**src/rtl/imem_pkg.sv**
```systemverilog
// Shared types and constants for the instruction-memory arbiter and its neighbours.
// NOP_WORD is also used by the decoder when it inserts bubbles.
package imem_pkg;

  typedef enum logic [1:0] {
    OWN_NONE   = 2'd0,
    OWN_FETCH  = 2'd1,
    OWN_LOADER = 2'd2
  } owner_e;

  typedef enum logic [1:0] {
    ST_RUN   = 2'd0,
    ST_DRAIN = 2'd1,
    ST_LOAD  = 2'd2
  } state_e;

  localparam logic [31:0] NOP_WORD = 32'h00000013;
  localparam int          CNT_W    = 4;

endpackage

```
**src/rtl/imem_starve_ctr.sv**
```systemverilog
// Saturating count of consecutive cycles the fetch stage lost arbitration.
// Clear has priority over increment.
module imem_starve_ctr
  import imem_pkg::*;
#(
  parameter int STARVE_LIMIT = 4
) (
  input  logic i_clk,
  input  logic i_rst_n,
  input  logic i_inc,
  input  logic i_clr,
  output logic o_at_limit
);

  localparam logic [CNT_W-1:0] LIMIT = CNT_W'(STARVE_LIMIT);

  logic [CNT_W-1:0] r_count;

  always_ff @(posedge i_clk or negedge i_rst_n) begin
    if (!i_rst_n) begin
      r_count <= '0;
    end else if (i_clr) begin
      r_count <= '0;
    end else if (i_inc && (r_count != LIMIT)) begin
      r_count <= r_count + 1'b1;
    end
  end

  assign o_at_limit = (r_count >= LIMIT);

endmodule

```
**src/rtl/imem_arbiter.sv**
```systemverilog
// Arbiter/sequencer sharing a single-port instruction memory between fetch and loader.
// Grants are combinational; responses come back one cycle later, routed by a one-entry tag.
module imem_arbiter #(
  parameter int          DEPTH_BYTES  = 88,
  parameter int          STARVE_LIMIT = 4,
  parameter logic [31:0] NOP_WORD     = imem_pkg::NOP_WORD
) (
  input  logic        i_clk,
  input  logic        i_rst_n,
  input  logic        i_f_req,
  input  logic [31:0] i_f_addr,
  output logic        o_f_gnt,
  output logic        o_f_rvalid,
  output logic [31:0] o_f_rdata,
  output logic        o_f_err,
  input  logic        i_l_req,
  input  logic        i_l_we,
  input  logic [31:0] i_l_addr,
  input  logic [31:0] i_l_wdata,
  input  logic        i_l_lock,
  output logic        o_l_gnt,
  output logic        o_l_rvalid,
  output logic [31:0] o_l_rdata,
  output logic        o_locked,
  output logic        o_m_en,
  output logic        o_m_we,
  output logic [31:0] o_m_addr,
  output logic [31:0] o_m_wdata,
  input  logic [31:0] i_m_rdata
);

  import imem_pkg::*;

  state_e r_state;
  state_e w_state_next;
  owner_e r_tag_owner;
  logic   r_tag_err;
  logic   r_tag_we;

  logic   w_f_gnt;
  logic   w_l_gnt;
  logic   w_f_err;
  logic   w_busy;
  logic   w_at_limit;
  logic   w_cnt_inc;
  logic   w_cnt_clr;

  // 33-bit compare so addresses near 2^32 cannot wrap into range.
  assign w_f_err = (i_f_addr[1:0] != 2'b00) ||
                   (({1'b0, i_f_addr} + 33'd3) >= 33'(DEPTH_BYTES));
  assign w_busy  = (r_tag_owner != OWN_NONE);

  always_ff @(posedge i_clk or negedge i_rst_n) begin
    if (!i_rst_n) begin
      r_state <= ST_RUN;
    end else begin
      r_state <= w_state_next;
    end
  end

  always_comb begin
    w_state_next = r_state;
    case (r_state)
      ST_RUN:   if (i_l_lock) w_state_next = w_busy ? ST_DRAIN : ST_LOAD;
      ST_DRAIN: begin
        if (!i_l_lock)   w_state_next = ST_RUN;
        else if (!w_busy) w_state_next = ST_LOAD;
      end
      ST_LOAD:  if (!i_l_lock) w_state_next = ST_RUN;
      default:  w_state_next = ST_RUN;
    endcase
  end

  // A rising lock in RUN suppresses every grant so the drain is bounded to one response.
  always_comb begin
    w_f_gnt = 1'b0;
    w_l_gnt = 1'b0;
    case (r_state)
      ST_RUN: begin
        if (!i_l_lock) begin
          if (i_f_req && (w_at_limit || !i_l_req)) w_f_gnt = 1'b1;
          else if (i_l_req)                        w_l_gnt = 1'b1;
        end
      end
      ST_LOAD: w_l_gnt = i_l_req;
      default: ;
    endcase
  end

  assign w_cnt_inc = (r_state == ST_RUN) && i_f_req && w_l_gnt;
  assign w_cnt_clr = w_f_gnt || !i_f_req ||
                     ((w_state_next == ST_LOAD) && (r_state != ST_LOAD));

  imem_starve_ctr #(
    .STARVE_LIMIT(STARVE_LIMIT)
  ) u_starve_ctr (
    .i_clk     (i_clk),
    .i_rst_n   (i_rst_n),
    .i_inc     (w_cnt_inc),
    .i_clr     (w_cnt_clr),
    .o_at_limit(w_at_limit)
  );

  always_ff @(posedge i_clk or negedge i_rst_n) begin
    if (!i_rst_n) begin
      r_tag_owner <= OWN_NONE;
      r_tag_err   <= 1'b0;
      r_tag_we    <= 1'b0;
    end else begin
      r_tag_owner <= w_l_gnt ? OWN_LOADER : (w_f_gnt ? OWN_FETCH : OWN_NONE);
      r_tag_err   <= w_f_gnt & w_f_err;
      r_tag_we    <= w_l_gnt & i_l_we;
    end
  end

  assign o_f_gnt   = w_f_gnt;
  assign o_l_gnt   = w_l_gnt;
  assign o_locked  = (r_state == ST_LOAD);

  // Erroneous fetches are granted but never reach the array.
  assign o_m_en    = w_l_gnt | (w_f_gnt & ~w_f_err);
  assign o_m_we    = w_l_gnt & i_l_we;
  assign o_m_addr  = w_l_gnt ? i_l_addr : (w_f_gnt ? i_f_addr : 32'd0);
  assign o_m_wdata = w_l_gnt ? i_l_wdata : 32'd0;

  assign o_f_rvalid = (r_tag_owner == OWN_FETCH);
  assign o_f_err    = o_f_rvalid & r_tag_err;
  assign o_f_rdata  = !o_f_rvalid ? 32'd0 : (r_tag_err ? NOP_WORD : i_m_rdata);

  assign o_l_rvalid = (r_tag_owner == OWN_LOADER);
  assign o_l_rdata  = (o_l_rvalid && !r_tag_we) ? i_m_rdata : 32'd0;

endmodule

```
**config.mk**
```make
export PLATFORM = sky130hd
export DESIGN_NAME = imem_arbiter
export DESIGN_NICKNAME = d
export VERILOG_FILES = /design/src/rtl/imem_pkg.sv /design/src/rtl/imem_starve_ctr.sv /design/src/rtl/imem_arbiter.sv
export SDC_FILE = /design/constraint.sdc
export NUM_CORES = 1
export LEC_CHECK = 0
export CAP_MARGIN = 20
export CORE_AREA = 2 2 104 106
export CTS_CLUSTER_DIAMETER = 60
export DETAILED_ROUTE_END_ITERATION = 8
export DIE_AREA = 0 0 106 108
export MAX_ROUTING_LAYER = met4
export PLACE_DENSITY = 0.68
export SETUP_SLACK_MARGIN = 0.2
export SLEW_MARGIN = 20
export SYNTH_ARGS = -nofsm -noshare
export SYNTH_HDL_FRONTEND = slang
export SYNTH_HIERARCHICAL = 1
export SYNTH_SLANG_ARGS = --single-unit
```
**constraint.sdc**
```tcl
create_clock -name i_clk -period 3.3 [get_ports i_clk]
set_clock_uncertainty 0.05 [all_clocks]
set_input_delay 0.99 -clock i_clk [delete_from_list [all_inputs] [get_ports i_clk]]
set_output_delay 0.99 -clock i_clk [all_outputs]
set_load 0.005 [all_outputs]
```
==> run_results.csv <==
group,metric,value,unit
status,outcome,"finished with violations",
status,violated_checks,"setup timing",
route,wl,13.6,mm
sta,max_freq,0.266,GHz
sta,finalSetupViolations,33,
floorplan,die_w,106,um
yosys,synth.ff_latch_count,10,
yosys,post_synth_adder_cell_area,1.28,%
yosys,syn_avg_cell_area,7.04,sq um
critical_path,setup.worst_path.end_class,"output port",
route,wl_per_cell,17.4,um
sta,relSlewSlack,46.1,%
sta,final_max_slew_viols,0,
grt,grt_start_max_net_pins,33,
floorplan,design.portCount,270,
grt,global_route.usage.met3,4.34,%
job,maxCapViolCount,0,
floorplan,initial_utilization,19.1,%
yosys,synth.distinct_cells,46,
final_layout,syn2layout_area_growth,215,%
yosys,synth_area,0.00196,sq mm
yosys,synth_cells,278,
critical_path,cp_max_fo,6,
cts,clock-root-buffer,"sky130_fd_sc_hd__clkbuf_8",
cts,worst_skew_pair.late_latency,0.24,ns
cts,cts_htree_levels,1,
critical_path,crit_path_top_delay_cell,"sky130_fd_sc_hd__and4_1",
yosys,muxShareOfSynthArea,2.62,%
grt,grt_pass1_wl,20.0,mm
sta,postLayoutSetupSlackWorst,-0.463,ns
floorplan,die-height,108,um
critical_path,worst-endpoint-arrival,2.72,ns
power,p_per_area,185,mW/mm^2
yosys,synth-warning-count,6,
sta,finalCriticalPeriod,3.76,ns
yosys,combinational_family_with_the_most_area_after_synthesis,"simple AND/OR/NAND/NOR gates",
yosys,sequential_fraction_of_the_synthesis_area,12.8,%
min_path,min_path_type,"flip-flop to flip-flop",
yosys,synth_async_sr_flop_share,100,%
final_layout,num_antenna_cells,0,
cts,tritoncts_clock_tree,"yes",
placed_design,gpl.final_weighted_congestion,0.894,
critical_path,crit_path_max_incr_delay,0.25,ns
yosys,mappedNetlistNets,414,
route,drt-pass1-iter-count,4,
yosys,post_synth_xor_area_fraction,0.895,%
route,vias,3598,
route,initialDrtViolationCount,175,
power,power.total,1150,uW
floorplan,die_area,0.0114,sq mm
grt,grt_usage,22.8,%
yosys,number_of_flops_mapped_to_enable_cells_by_yosys,0,
cts,clk_pin_slew,0.05,ns
sta,timing.final.crit_share,114,%
placed_design,port_buf_inserts,269,
power,static-leakage-power,0.00309,uW
floorplan,row_cnt,37,
placed_design,place.detailed.instances,713,
critical_path,path_cells,"buf_6, o211ai_4, nor3_4, buf_12, buf_6, buf_6, o31a_1, nor4_1, and4_1, a21o_1, buf_2",
sta,hold_violations,0,
floorplan,fp.coreArea,0.0102,sq mm
grt,gr-max-usage-layer,"met2",
cts,cts_inserted_buffers,3,
placed_design,place.detailed.hpwl,10.1,mm
critical_path,crit_path_frequent_cell,"sky130_fd_sc_hd__buf_6",
final_layout,final_cell_count_no_fill,782,
grt,grtUsageMet1,23.7,%
final_layout,nNetsFinal,783,
grt,number_of_antenna_violations_at_the_first_check_in_global_routing,0,
critical_path,worstSetupStartpointType,"primary input",
yosys,basic_gate_share_of_the_synthesized_area_counting_and_or_nand_and_nor_cells,55.2,%
critical_path,required,2.26,ns
sta,worstMarginPinSlew,0.796,ns
route,antenna_left,0,
sta,unrepaired_setup_endpoints_after_global_routing,"yes",
yosys,synth_compound_area_share,22.6,%
cts,clk_path_buf_depth,2,
route,drt_drc_violations_left,0,
cts,clock_sink_count,10,
yosys,ys_dominant_reg_cell,"sky130_fd_sc_hd__dfrtp_1",
final_layout,post_route_cells_drive_above_1_share,40.4,%
grt,grt_overflow,0,
placed_design,pre_cts_slack,-1.31,ns
route,detail_route.vias_per_cell,4.60,
grt,via_count_of_the_first_global_routing_pass,3723,
power,max-vdd-ir-drop,0.000125,V
critical_path,timing_worst_setup_path_type,"primary input to output port",
grt,global_route.usage.met2,44.7,%
==> routing by layer <==
layer	vias up	share of wire, %
met3	16	6.6
met2	173	55
met4	0	2.1
met1	1680	36
li1	1729	-
met5	-	0
==> final cells by class <==
class                           instances  area, sq um
Sequential cell                        10          250
Multi-Input combinational cell        244         1850
Fill cell                             935         4060
Inverter                                7         26.3
Timing Repair Buffer                  381         3820
Tap cell                              136          170
Clock buffer                            4         55.1
==> final timing paths <==
check	from	endpoint	slack [ns]	cells past startpoint
setup / recovery	i_f_addr[1]	o_m_en	-0.46	11
setup reg to reg	u_starve_ctr/r_count[3]	u_starve_ctr/r_count[0]	0.46	15
min in group asynchronous	i_rst_n	r_tag_we	1.03	1
hold reg to reg	u_starve_ctr/r_count[3]	u_starve_ctr/r_count[3]	0.52	2
hold / removal	u_starve_ctr/r_count[3]	u_starve_ctr/r_count[3]	0.52	2
max in group asynchronous	i_rst_n	r_tag_owner[0]	1.85	1
==> critical path, delay by kind of cell <==
kind / cells / cell delay, ns
AOI/OAI and AO/OA: 3 / 0.59
buffers and inverters: 5 / 0.56
and+or+nand+nor: 3 / 0.57
==> sequential cells by signal, summed over array words and instances (netlist names) <==
signal / cells
r_state: 2
r_tag_err: 1
r_tag_owner: 2
r_tag_we: 1
u_starve_ctr/r_count: 4
==> per-stage QoR <==
stage | TNS [ns] | hold WS, ns | area, sq um | util, %
after floorplan | -0.0527 | 0.473 | 1990 | -
after global placement | -42.24 | 0.495 | 5160 | 50.4
after detailed placement | -43.82 | 0.506 | 5160 | 50.4
after CTS | -2.59 | 0.513 | 5960 | 58.3
after global routing | -4.65 | 0.554 | 6170 | 60.3
final | -2.05 | 0.518 | 6170 | 60.3
==> what timing repair did <==
action	in CTS	in global routing
resized for setup	526	35
cloned	11	0
pin swaps	74	29
setup endpoints to repair	131	70
buffers inserted	45	9
hold buffers	0	0
hold endpoints to repair	0	0
==> power breakdown <==
| part | internal (uW) | switching (uW) |
|---|---|---|
| Clock | 105 | 49.4 |
| Combinational | 561 | 293 |
| Sequential | 129 | 7.47 |
| Total | 795 | 350 |
==> layout by cell type (no fill, tap or decap), types with 5 or more instances in the layout <==
cell                                n
sky130_fd_sc_hd__dfrtp_1           10
sky130_fd_sc_hd__buf_6             70
sky130_fd_sc_hd__buf_16            10
sky130_fd_sc_hd__a21oi_1            5
sky130_fd_sc_hd__nor3_1             6
sky130_fd_sc_hd__a22o_1            29
sky130_fd_sc_hd__buf_2             40
sky130_fd_sc_hd__buf_12            16
sky130_fd_sc_hd__and2_4            34
sky130_fd_sc_hd__dlygate4sd2_1     72
sky130_fd_sc_hd__nand2_1            9
sky130_fd_sc_hd__nor2_1            19
sky130_fd_sc_hd__clkdlybuf4s50_1  110
sky130_fd_sc_hd__buf_4             53
sky130_fd_sc_hd__inv_1              5
sky130_fd_sc_hd__and2_1            61
==> logic make-up after synthesis <==
family	after synthesis
xor+xnor	2
fa+ha+maj	2
flops	10
mux	5
compound gates	56
buf+inv	24
simple gates	179
==> cell usage after synthesis (2+ instances only) <==
cell,n,area share (%)
sky130_fd_sc_hd__a21o_1,2,0.77
sky130_fd_sc_hd__a21oi_1,6,1.5
sky130_fd_sc_hd__a22o_1,29,13
sky130_fd_sc_hd__a22oi_1,2,0.77
sky130_fd_sc_hd__a31oi_1,3,0.96
sky130_fd_sc_hd__and2_1,95,30
sky130_fd_sc_hd__and3_1,5,1.6
sky130_fd_sc_hd__and4_1,3,1.3
sky130_fd_sc_hd__clkbuf_1,16,3.1
sky130_fd_sc_hd__dfrtp_1,10,13
sky130_fd_sc_hd__ha_1,2,1.3
sky130_fd_sc_hd__inv_1,7,1.3
sky130_fd_sc_hd__mux2i_1,4,2.0
sky130_fd_sc_hd__nand2_1,13,2.5
sky130_fd_sc_hd__nand2b_1,4,1.3
sky130_fd_sc_hd__nand3_1,7,1.8
sky130_fd_sc_hd__nand4_1,3,0.96
sky130_fd_sc_hd__nor2_1,20,3.8
sky130_fd_sc_hd__nor2b_1,5,1.6
sky130_fd_sc_hd__nor3_1,8,2.0
sky130_fd_sc_hd__nor3_4,2,1.7
sky130_fd_sc_hd__nor3b_1,2,0.77
sky130_fd_sc_hd__nor4_1,2,0.64
sky130_fd_sc_hd__o21ai_0,4,1.0
sky130_fd_sc_hd__or3_1,2,0.64
sky130_fd_sc_hd__or4_1,2,0.77
Power figures use the tool's default switching activity.
